<file path="src/rtl/disp_pkg.sv">
// Shared definitions for the BCD scanning display.
//   - conv_state_t : conversion FSM state encoding
//   - SEG_BLANK    : all segments off (active-low)
//   - seg_encode   : BCD digit -> active-low {g,f,e,d,c,b,a} code
//   - clog2        : width helper for counters (never returns less than 1)
package disp_pkg;

  typedef enum logic {
    ST_IDLE  = 1'b0,
    ST_SHIFT = 1'b1
  } conv_state_t;

  localparam logic [6:0] SEG_BLANK = 7'h7F;

  function automatic logic [6:0] seg_encode(input logic [3:0] i_Digit);
    logic [6:0] v_Seg;
    case (i_Digit)
      4'd0:    v_Seg = 7'b1000000;
      4'd1:    v_Seg = 7'b1111001;
      4'd2:    v_Seg = 7'b0100100;
      4'd3:    v_Seg = 7'b0110000;
      4'd4:    v_Seg = 7'b0011001;
      4'd5:    v_Seg = 7'b0010010;
      4'd6:    v_Seg = 7'b0000010;
      4'd7:    v_Seg = 7'b1111000;
      4'd8:    v_Seg = 7'b0000000;
      4'd9:    v_Seg = 7'b0010000;
      default: v_Seg = SEG_BLANK;
    endcase
    return v_Seg;
  endfunction

  function automatic int unsigned clog2(input int unsigned i_Val);
    int unsigned v_W;
    v_W = 1;
    while ((64'd1 << v_W) < 64'(i_Val)) v_W++;
    return v_W;
  endfunction

endpackage

</file>
<file path="src/rtl/bin2bcd_seq.sv">
// Sequential shift-add-3 (double dabble) binary to BCD converter.
//   i_Clk    system clock, rising edge
//   i_Rst    asynchronous reset, active-low (aborts a conversion)
//   i_Start  start request, sampled only while idle
//   i_Bin    N-bit binary value, captured on the start edge
//   o_Bcd    4*DIGITS-bit result, valid while o_Done is high
//   o_Done   high during the final shift cycle; the consumer captures o_Bcd on that edge
//   o_Busy   high for exactly N clocks per conversion
module bin2bcd_seq
  import disp_pkg::*;
#(
  parameter int N      = 8,
  parameter int DIGITS = 3
) (
  input  logic                  i_Clk,
  input  logic                  i_Rst,
  input  logic                  i_Start,
  input  logic [N-1:0]          i_Bin,
  output logic [4*DIGITS-1:0]   o_Bcd,
  output logic                  o_Done,
  output logic                  o_Busy
);

  localparam int CNT_W = clog2(N + 1);

  conv_state_t            r_State, w_NextState;
  logic [N-1:0]           r_Bin, w_NextBin;
  logic [4*DIGITS-1:0]    r_Bcd, w_NextBcd, w_Adj;
  logic [CNT_W-1:0]       r_Cnt, w_NextCnt;
  logic [4*DIGITS+N-1:0]  w_Sh;

  // Add-3 correction on every nibble >= 5, then one left shift of {bcd,bin}.
  always_comb begin
    w_Adj = r_Bcd;
    for (int unsigned i = 0; i < DIGITS; i++) begin
      if (r_Bcd[4*i +: 4] >= 4'd5) w_Adj[4*i +: 4] = r_Bcd[4*i +: 4] + 4'd3;
    end
    w_Sh = {w_Adj, r_Bin} << 1;
  end

  // The result is presented combinationally on the last shift so the
  // consumer's display register updates on the same edge the FSM goes idle.
  assign o_Bcd  = w_Sh[4*DIGITS+N-1:N];
  assign o_Busy = (r_State == ST_SHIFT);

  always_comb begin
    w_NextState = r_State;
    w_NextBin   = r_Bin;
    w_NextBcd   = r_Bcd;
    w_NextCnt   = r_Cnt;
    o_Done      = 1'b0;
    case (r_State)
      ST_IDLE: begin
        if (i_Start) begin
          w_NextState = ST_SHIFT;
          w_NextBin   = i_Bin;
          w_NextBcd   = '0;
          w_NextCnt   = CNT_W'(N);
        end
      end
      ST_SHIFT: begin
        w_NextBin = w_Sh[N-1:0];
        w_NextBcd = w_Sh[4*DIGITS+N-1:N];
        w_NextCnt = r_Cnt - 1'b1;
        if (r_Cnt == CNT_W'(1)) begin
          w_NextState = ST_IDLE;
          o_Done      = 1'b1;
        end
      end
      default: w_NextState = ST_IDLE;
    endcase
  end

  always_ff @(posedge i_Clk or negedge i_Rst) begin
    if (!i_Rst) begin
      r_State <= ST_IDLE;
      r_Bin   <= '0;
      r_Bcd   <= '0;
      r_Cnt   <= '0;
    end else begin
      r_State <= w_NextState;
      r_Bin   <= w_NextBin;
      r_Bcd   <= w_NextBcd;
      r_Cnt   <= w_NextCnt;
    end
  end

endmodule

</file>
<file path="src/rtl/display_scan_bcd.sv">
// Multiplexed common-anode 7-segment display of a binary count, shown in
// decimal with leading-zero blanking.
//   i_Clk   system clock, rising edge
//   i_Rst   asynchronous reset, active-low
//   i_Val   N-bit value to display
//   o_Seg   segments {g,f,e,d,c,b,a}, active-low, registered
//   o_An    anode enables, active-low one-hot, registered; bit 0 = LS digit
//   o_Busy  high while a conversion is in progress
module display_scan_bcd
  import disp_pkg::*;
#(
  parameter int N           = 8,
  parameter int DIGITS      = 3,
  parameter int REFRESH_DIV = 50000
) (
  input  logic              i_Clk,
  input  logic              i_Rst,
  input  logic [N-1:0]      i_Val,
  output logic [6:0]        o_Seg,
  output logic [DIGITS-1:0] o_An,
  output logic              o_Busy
);

  localparam int PRE_W = clog2(REFRESH_DIV);
  localparam int IDX_W = clog2(DIGITS);

  if (10**DIGITS <= 2**N) begin : g_bad_digits
    $error("display_scan_bcd: DIGITS too small for N-bit values");
  end
  if (REFRESH_DIV < 2) begin : g_bad_div
    $error("display_scan_bcd: REFRESH_DIV must be at least 2");
  end

  logic [N-1:0]         r_LastVal;
  logic [4*DIGITS-1:0]  r_Disp;
  logic [PRE_W-1:0]     r_Pre;
  logic [IDX_W-1:0]     r_Idx;
  logic [6:0]           r_Seg;
  logic [DIGITS-1:0]    r_An;

  logic                 w_Start, w_Done, w_Busy;
  logic [4*DIGITS-1:0]  w_Bcd;
  logic [DIGITS-1:0]    w_Blank;
  logic [3:0]           w_Digit;
  logic                 w_DigitBlank;

  // Changes seen while busy are simply re-compared once the converter is idle.
  assign w_Start = !w_Busy && (i_Val != r_LastVal);

  bin2bcd_seq #(
    .N      (N),
    .DIGITS (DIGITS)
  ) u_conv (
    .i_Clk   (i_Clk),
    .i_Rst   (i_Rst),
    .i_Start (w_Start),
    .i_Bin   (i_Val),
    .o_Bcd   (w_Bcd),
    .o_Done  (w_Done),
    .o_Busy  (w_Busy)
  );

  // Walk down from the top digit: a digit is blank while everything from it
  // upward is zero. Digit 0 always shows.
  always_comb begin
    logic v_Zero;
    v_Zero  = 1'b1;
    w_Blank = '0;
    for (int unsigned k = 0; k < DIGITS; k++) begin
      v_Zero = v_Zero && (r_Disp[4*(DIGITS-1-k) +: 4] == 4'd0);
      w_Blank[DIGITS-1-k] = v_Zero && (k != DIGITS - 1);
    end
  end

  always_comb begin
    w_Digit      = '0;
    w_DigitBlank = 1'b1;
    for (int unsigned i = 0; i < DIGITS; i++) begin
      if (r_Idx == IDX_W'(i)) begin
        w_Digit      = r_Disp[4*i +: 4];
        w_DigitBlank = w_Blank[i];
      end
    end
  end

  always_ff @(posedge i_Clk or negedge i_Rst) begin
    if (!i_Rst) begin
      r_LastVal <= '0;
      r_Disp    <= '0;
      r_Pre     <= '0;
      r_Idx     <= '0;
      r_Seg     <= SEG_BLANK;
      r_An      <= '1;
    end else begin
      if (w_Start) r_LastVal <= i_Val;
      if (w_Done)  r_Disp    <= w_Bcd;

      if (r_Pre == PRE_W'(REFRESH_DIV - 1)) begin
        r_Pre <= '0;
        r_Idx <= (r_Idx == IDX_W'(DIGITS - 1)) ? '0 : r_Idx + 1'b1;
      end else begin
        r_Pre <= r_Pre + 1'b1;
      end

      r_An  <= ~(DIGITS'(1) << r_Idx);
      r_Seg <= w_DigitBlank ? SEG_BLANK : seg_encode(w_Digit);
    end
  end

  assign o_Seg  = r_Seg;
  assign o_An   = r_An;
  assign o_Busy = w_Busy;

endmodule
</file>
<file path="config.mk">
export PLATFORM = sky130hd
export DESIGN_NAME = display_scan_bcd
export DESIGN_NICKNAME = d
export VERILOG_FILES = /design/src/rtl/disp_pkg.sv /design/src/rtl/bin2bcd_seq.sv /design/src/rtl/display_scan_bcd.sv
export SDC_FILE = /design/constraint.sdc
export NUM_CORES = 1
export LEC_CHECK = 0
export ABC_CLOCK_PERIOD_IN_PS = 2400
export CAP_MARGIN = 5
export CORE_MARGIN = 10
export CORE_UTILIZATION = 59
export CTS_CLUSTER_DIAMETER = 60
export DETAILED_ROUTE_END_ITERATION = 16
export HOLD_SLACK_MARGIN = 0.08
export PLACE_DENSITY = 0.79
export SLEW_MARGIN = 20
export SYNTH_ARGS = -nofsm -noshare
export SYNTH_HDL_FRONTEND = slang
export SYNTH_SLANG_ARGS = --single-unit
</file>
<file path="constraint.sdc">
create_clock -name i_Clk -period 2.4 [get_ports i_Clk]
set_clock_uncertainty 0.1 [all_clocks]
set_input_delay 0.72 -clock i_Clk [delete_from_list [all_inputs] [get_ports i_Clk]]
set_output_delay 0.72 -clock i_Clk [all_outputs]
set_load 0.005 [all_outputs]
</file>
Yosys cells after proc, flatten, opt, wreduce, memory -nomap -nowiden:

Memory sizes are Yosys's and may differ from the RTL's.
Index checks and enable logic that the tools add are counted.
Widths: inputs -> output; s select.

* input port bits: 10
* output and inout bits: 11
* memory bits (read-only): 112
* logic and storage cells: 58
* bits in registers: 73
* memories kept: 1

Memories
* (no name shown): depth 16, bits a word 7, rd ports 1, clocked after Yosys merged registers in 0, wr ports 0, line disp_pkg.sv:17 `case (i_Digit)`

* bitwise gates (word level): 2
* mux-type cells: 23
* add/sub/neg operators: 6
* reductions and logical operators: 6
* order comparisons: 3
* equal/unequal tests: 6
* shift operators: 1

Operator list (count)
* $mux 4: 6
* $pmux 12 s2: 1
* $add 16x1->16 const B: 1
* $eq 16x16->1 const B: 1
* $mux 16: 1
* $pmux 8 s2: 1
* $ge 4x3->1 const B: 3
* $mux 12: 1
* $add 4x2->4 const B: 2
* $logic_not 4->1: 2
* $mux 8: 1
* $ne 8x8->1: 1
* $pmux 4 s2: 1
* $mux 1: 7
* $mux 7: 1
* $eq 4x1->1 const B: 1
* $sub 4x1->4 const B: 1
* $add 3x2->3 const B: 1
* $mux 3: 1
* $not 3->3: 1
* $shl 1x2->3 const A: 1
* $add 2x1->2 const B: 1
* $eq 2x1->1 const B: 1
* $eq 2x2->1 const B: 1
* other kinds (7): 8

Logic depth before layout (Yosys ltp):

Gate-level depths: netlist of the first run.
An unclocked memory read counts as a cell.

* depth in word-level cells: 6
* depth in mapped cells: 8
* gate-level depth less buffers: 6

By module:

From an unflattened synthesis of the first run, not the netlist that was laid out.

* cell total of the unflattened synthesis: 351
* area total of the unflattened synthesis: 3766.1 sq um

By module, submodules not included
* display_scan_bcd: cells an instance 182, seq. area each 1213.7 sq um, instances 1, area each 2242.2 sq um
* bin2bcd_seq: cells an instance 169, seq. area each 625.6 sq um, instances 1, area each 1524.0 sq um

Worst setup path before layout of the first run:

Ideal clock, no wire load.

* path kind: input to register
* start point: input port i_Val[0]
* end point: register u_conv.r_Bin[1]
* arrival: 1.790 ns
* cell stages on the path: 6
* library setup time: 0.126 ns
* buffers on the path: 2
* data required time: 2.174 ns
* slack: 0.384 ns
* cell sequence: xnor2_1 -> nand4_1 -> o21a_1 -> buf_2 -> buf_2 -> a221o_1

* cells in the longest elaborated chain, start to end: 3

Ends and longest elaborated chain
* start: declaration: line display_scan_bcd.sv:18 `input logic [N-1:0] i_Val,`
* $ne 8x8->1: line display_scan_bcd.sv:48 `assign w_Start = !w_Busy && (i_Val != r_LastVal);`
* $logic_and 1x1->1: line display_scan_bcd.sv:48
* $ne 2x1->1 (no source line)
* end signal: assignment: line bin2bcd_seq.sv:82 `r_Bin <= w_NextBin;`
* end: declaration: line bin2bcd_seq.sv:27 `logic [N-1:0] r_Bin, w_NextBin;`

No other way between the ends.
A chain may end at the register's enable or synchronous reset.

Worst setup path in the final report of the first run:

* start point: register r_An[2], in the netlist o_An[2]
* end point: output port o_An[2]

RTL lines
* start: declaration: line display_scan_bcd.sv:39 `logic [DIGITS-1:0] r_An;`
* start signal: assignment: line display_scan_bcd.sv:105 `r_An <= ~(DIGITS'(1) << r_Idx);`
* end: declaration: line display_scan_bcd.sv:20 `output logic [DIGITS-1:0] o_An,`

No word-level cell between the ends.

==> results of run 1 <==
[sequential cells by signal, indices dropped and copies added, names as in the netlist]
register	count
u_conv.r_Bin	8
r_Pre	16
r_LastVal	8
r_Disp	12
u_conv.r_Bcd	12
r_Idx	2
o_An	3
u_conv.o_Busy	1
u_conv.r_Cnt	4
o_Seg	7
[cells in the final DEF, fill, tap and decap left out, types with 5 or more instances in the layout]
cell,instances
xor2_1,6
buf_4,18
a22o_1,7
xnor2_1,17
and2_1,7
o21ai_0,7
inv_1,15
a21oi_1,17
o2bb2ai_1,7
clkbuf_8,11
nor4_1,5
dfstp_2,10
dfrtp_1,63
mux2_2,16
a221o_1,7
nand2_1,9
nor2_1,19
ha_1,10
nand3_1,7
mux2i_1,10
clkdlybuf4s50_1,19
[worst max-delay path by stage]
stage	depth (start not counted)	slack [ns]	from	endpoint
2_1_floorplan	6	0.38	i_Val[0]	u_conv.r_Bin[1]
3_3_place_gp	6	-0.0008	i_Val[0]	u_conv.r_Bin[7]
3_5_place_dp	6	-0.03	i_Val[0]	u_conv.r_Bin[6]
4_1_cts	1	0.20	o_An[2]	o_An[2]
5_1_grt	1	0.18	o_An[2]	o_An[2]
6_report	1	0.23	o_An[2]	o_An[2]
[through the flow]
stage | instances | utilization | setup TNS [ns] | hold WS [ns]
floorplan | 303 | - | 0 | 0.3244
global placement | 404 | 0.6904 | -0.0008751 | 0.3599
detailed placement | 404 | 0.6904 | -0.1056 | 0.3662
CTS | 420 | 0.7310 | 0 | 0.2978
global route | 420 | 0.7310 | 0 | 0.2991
finish | 420 | 0.7310 | 0 | 0.2843
[power by group]
part           switching (W)  internal, W  leakage, nW
Sequential          0.000320      0.00169        0.891
Combinational       0.000778     0.000914        0.811
Clock               0.000452     0.000638        0.115
Total                0.00155      0.00324         1.82
[metal layers]
metal | share of wire | global-route usage | vias up | wire length [um]
met5 | 0 | 0 | - | 0
met4 | 0.014 | 0.04848 | 0 | 87
met3 | 0.043 | 0.04400 | 11 | 275
met2 | 0.48 | 0.2193 | 40 | 3083
met1 | 0.46 | 0.1788 | 1203 | 2929
li1 | - | - | 1173 | -
[area by class of cell]
cell class,count,area (sq um)
Inverter,16,60.06
Timing Repair Buffer,40,370.4
Fill cell,389,1518
Multi-Input combinational cell,203,1535
Clock buffer,11,151.4
Clock inverter,5,77.57
Tap cell,72,90.09
Sequential cell,73,1839
[logic make-up after synthesis]
logic type | count (synthesis)
and+or+nand+nor | 81
DFF | 73
AOI/OAI and AO/OA | 63
buffers and inverters | 27
muxes | 26
xor gates and xnor gates | 23
adders and majority gates | 10
==> results.cfg, run 1 <==
[timing]
fin_crit_ns = 2.171
drv_slew = 0
period_share = 0.9047
slew_headroom = 0.5569
worstMarginPinSlew_ns = 0.6586
hold_viol = 0
worst_slack_ns = 0.2288
setup_violations = 0
grt_setup_unrepaired = no
max_freq_mhz = 460.6

[final_layout]
stdcell_area_sq_um = 4124
nets = 363
area_growth_pct = 18.05
antennaDiodeCount = 0
drive_gt1_frac = 0.1983

[routing]
drc_errors = 0
drt_pre_antenna_iters = 4
ant_nets = 0
routedWlPerCell_um = 15.18
vias = 2427
vias_per_cell = 5.779
drt_iter0_drc = 108
routed_wl_um = 6376

[power]
ir_worst_vdd_mv = 0.7206
power_w = 0.004788
p_per_area_nw_per_um2 = 1161
p_leak_nw = 1.817

[floorplanning]
dieWidth_um = 96.95
rows = 27
die_h_um = 96.95
die_area_sq_um = 9398
core_sq_um = 5642
start_util = 0.6192
io_pins = 21

[global_route]
grt_start_max_net_pins = 74
grt_pass1_vias = 2469
grt_first_pass_wirelength_um = 11260
overflow = 0
antenna_found_initial = 0
grt_usage = 0.1404

[synthesis]
syn_inst = 303
synthAdderAreaFrac = 0.03582
synthTopCellsByArea = dfrtp_1 (45%), dfstp_2 (7.5%), mux2_2 (5.2%)
synth_edf_count = 0
syn_area_per_cell_sq_um = 11.53
synthMuxAreaShare = 0.08023
synth-seq-cells = 73
syn_nets = 323
synth_top_family_by_area = simple AND/OR/NAND/NOR gates
yosys.area_share.simple = 0.1350
synth-xor-area-share = 0.05766
yosysTopAreaCell = dfrtp_1
synth_top_area_frac = 0.4513
synth_compound_area_frac = 0.1293
yosysMostFrequentCell = dfrtp_1
ys_top_cells_by_count = dfrtp_1 (63), nor2_1 (19), a21oi_1 (17), xnor2_1 (17), mux2_2 (16)
syn-cell-area_sq_um = 3493
seq_area_frac_synth = 0.5265
yosysWarningCount = 0
async_reset_ff_frac = 1.000
ys.flop_type = dfrtp_1
synth.distinct_cells = 47

[worst_setup_path]
arrival_ns = 1.35
worst-path-buf-inv = 1
critical_path_class = register to output port
cp_top_family = flip-flops
ff2ff_setup_slack_ns = 0.36
r2r_cells = 6
crit_fanout = 1
slowest_delay_ns = 0.52
worstReg2RegEnd = o_Seg[3]
crit_required_ns = 1.58
reg2reg_from = r_Idx[0]
start_kind = register
crit_path_cell_trace = clkdlybuf4s50_1
slowest_stage = dfstp_2
setup.worst_path.end_class = output port

[clocking]
insertion_delay_ns = 0.34
cts_sinks = 73
cts-htree-levels = 3
cts_setup_buffers = 0
ctsResizeCount = 0
cts_root_buffer = clkbuf_8
cts_buffers = 9
cts_tree = done
ctsLongestPathBuffers = 2
cts_hold_buffers = 0
cts.clk_slew.worst_paths_ns = 0.08

[placed_design]
post-place-ws_ns = -0.02670
place_congestion = 0.8639
dp_hpwl_um = 4384
port_buffers = 20
placed_area_sq_um = 3895

[worst_hold_path]
hp-class = input port to asynchronous set/reset pin

[run]
maxCapViolations = 0

[outcome]
status = finished clean
Power figures use the tool's default switching activity.
==> run 2: changes to the inputs <==
--- a/config.mk
+++ b/config.mk
@@ -8,11 +8,12 @@
 export ABC_CLOCK_PERIOD_IN_PS = 2400
 export CAP_MARGIN = 5
 export CORE_MARGIN = 10
-export CORE_UTILIZATION = 59
+export CORE_UTILIZATION = 61
+export CTS_BUF_LIST = sky130_fd_sc_hd__clkbuf_2
 export CTS_CLUSTER_DIAMETER = 60
 export DETAILED_ROUTE_END_ITERATION = 16
 export HOLD_SLACK_MARGIN = 0.08
-export PLACE_DENSITY = 0.79
+export PLACE_DENSITY = 0.81
 export SLEW_MARGIN = 20
 export SYNTH_ARGS = -nofsm -noshare
 export SYNTH_HDL_FRONTEND = slang
==> run 2 against run 1 <==
Net effect:
- register-to-register slack worse by 0.02 ns
- flip-flop and latch count unchanged
- setup slack worse by 0.14 ns
- critical path type unchanged
- largest cell class unchanged
==> results.cfg, run 2 (synthesis results as in run 1) <==
[timing]
hold_viol = 0
worst_slack_ns = 0.08413
setup_violations = 0
max_freq_mhz = 431.8
worst_hold_slack_ns = 0.3945
slew_headroom = 0.5947
period_share = 0.9649
worstMarginPinSlew_ns = 0.6024
drv_slew = 0
fin_crit_ns = 2.316

[final_layout]
stdcell_area_sq_um = 4059
antennaDiodeCount = 0
top_regs = r_Pre: 16 flops, r_Disp: 12 flops, u_conv.r_Bcd: 12 flops
area_growth_pct = 16.19
drive_gt1_frac = 0.2000
largest-register = r_Pre
largest_reg_flops = 16
nets = 365
fin_util = 0.7326
final_common_cell = dfrtp_1
mostFrequentLayoutCells = dfrtp_1 (62), buf_4 (20), nor2_1 (19)

[global_route]
busiest_layer = met2
grt_start_max_net_pins = 74
grt_pass1_vias = 2437
grt_usage = 0.1567
groute.layer.met3.usage = 0.04713
use_met2 = 0.2540
grt_first_pass_wirelength_um = 11390
use_met1 = 0.1950
overflow = 0
antenna_found_initial = 0

[power]
ir_worst_vdd_mv = 0.6061
power_w = 0.004473
power_switching_w = 0.001558
p_leak_nw = 1.837
p_per_area_nw_per_um2 = 1102
internal_power_w = 0.002915
pwr-share-comb = 0.376
switching_share = 0.3483
clock_power_share = 0.177
seq_power_share = 0.446

[routing]
routed_wl_um = 6478
ant_nets = 0
drc_errors = 0
vias = 2414
vias_per_cell = 5.720
drt_iter0_drc = 164
routedWlPerCell_um = 15.35
drt_pre_antenna_iters = 4

[worst_setup_path]
setup.worst_path.end_class = output port
crit_path_cell_trace = clkdlybuf4s50_1
crit_fanout = 7
slowest_stage = clkdlybuf4s50_1
start_kind = register
worst-path-buf-inv = 1
slowest_delay_ns = 0.52
arrival_ns = 1.50
cp_top_family = buffers and inverters
crit_required_ns = 1.58
critical_path_class = register to output port

[clocking]
cts-htree-levels = 3
ctsLongestPathBuffers = 2
insertion_delay_ns = 0.51
cts_sinks = 73
cts_tree = done
cts_root_buffer = clkbuf_2
cts_buffers = 9
cts.clk_slew.worst_paths_ns = 0.21

[floorplanning]
io_pins = 21
core_sq_um = 5540
rows = 27
die_h_um = 95.68
start_util = 0.6305
die_area_sq_um = 9154
dieWidth_um = 95.68

[placed_design]
port_buffers = 20
dp_hpwl_um = 4555
place_congestion = 0.8205
post-place-ws_ns = -0.07619
placed_area_sq_um = 3867

[outcome]
status = finished clean

[run]
maxCapViolations = 0

[worst_hold_path]
hp-class = register to register
run 2: changes by cell type in the layout (fill, tap and decap cells not counted), sizes merged:
| cell | previous run | this run |
|---|---|---|
| dlygate4sd2 | 0 | 2 |
| clkinvlp | 1 | 3 |
| buf | 21 | 22 |
| clkbuf | 11 | 9 |
| dlygate4sd3 | 0 | 1 |
| dlymetal6s2s | 0 | 8 |
| clkdlybuf4s50 | 19 | 9 |
run 2: final cells by class:
class                           count  area (sq um)
Timing Repair Buffer               42         392.9
Inverter                           16         60.06
Tap cell                           72         90.09
Sequential cell                    73          1841
Multi-Input combinational cell    203          1535
Clock inverter                      7         95.09
Clock buffer                        9         45.04
Fill cell                         406          1481
run 2: final timing paths:
kind                        endpoint  slack, ns           from  cells past startpoint
setup / recovery              o_Busy       0.08  u_conv.o_Busy                      1
hold / removal             r_Pre[15]       0.39      r_Pre[15]                      1
setup reg to reg           r_Pre[14]       0.34       r_Pre[0]                      5
hold reg to reg            r_Pre[15]       0.39      r_Pre[15]                      1
max in group asynchronous   o_Seg[2]       1.22          i_Rst                      3
min in group asynchronous   r_Pre[5]       0.62          i_Rst                      3
run 2: per-stage QoR:
step | setup TNS, ns | cells
final | 0 | 422
after detailed placement | -1.023 | 402
after floorplan | 0 | 303
after global routing | -0.005133 | 422
after CTS | 0 | 418
after global placement | 0 | 402
run 2: what timing repair did:
| item | CTS | global route |
|---|---|---|
| gates resized for setup | 3 | 8 |
| buffers inserted | 0 | 3 |
| setup endpoints to repair | 3 | 9 |
| hold buffers | 0 | 1 |
| pin swaps | 0 | 0 |
| hold endpoints to repair | 0 | 13 |
run 2: metal layers:
layer | vias to the layer above | routed length (um)
met1 | 1192 | 2976
met5 | - | 0
met3 | 10 | 219
li1 | 1176 | -
met4 | 0 | 85
met2 | 36 | 3196
run 2: power by group through the flow:
stage	Clock, W	Sequential [W]	Combinational [W]
2_1_floorplan	0	0.00195	0.00122
3_3_place_gp	0	0.00201	0.00161
5_1_grt	0.000868	0.00206	0.00191
3_5_place_dp	0	0.00203	0.00170
4_1_cts	0.000801	0.00200	0.00170
6_report	0.000793	0.00200	0.00168
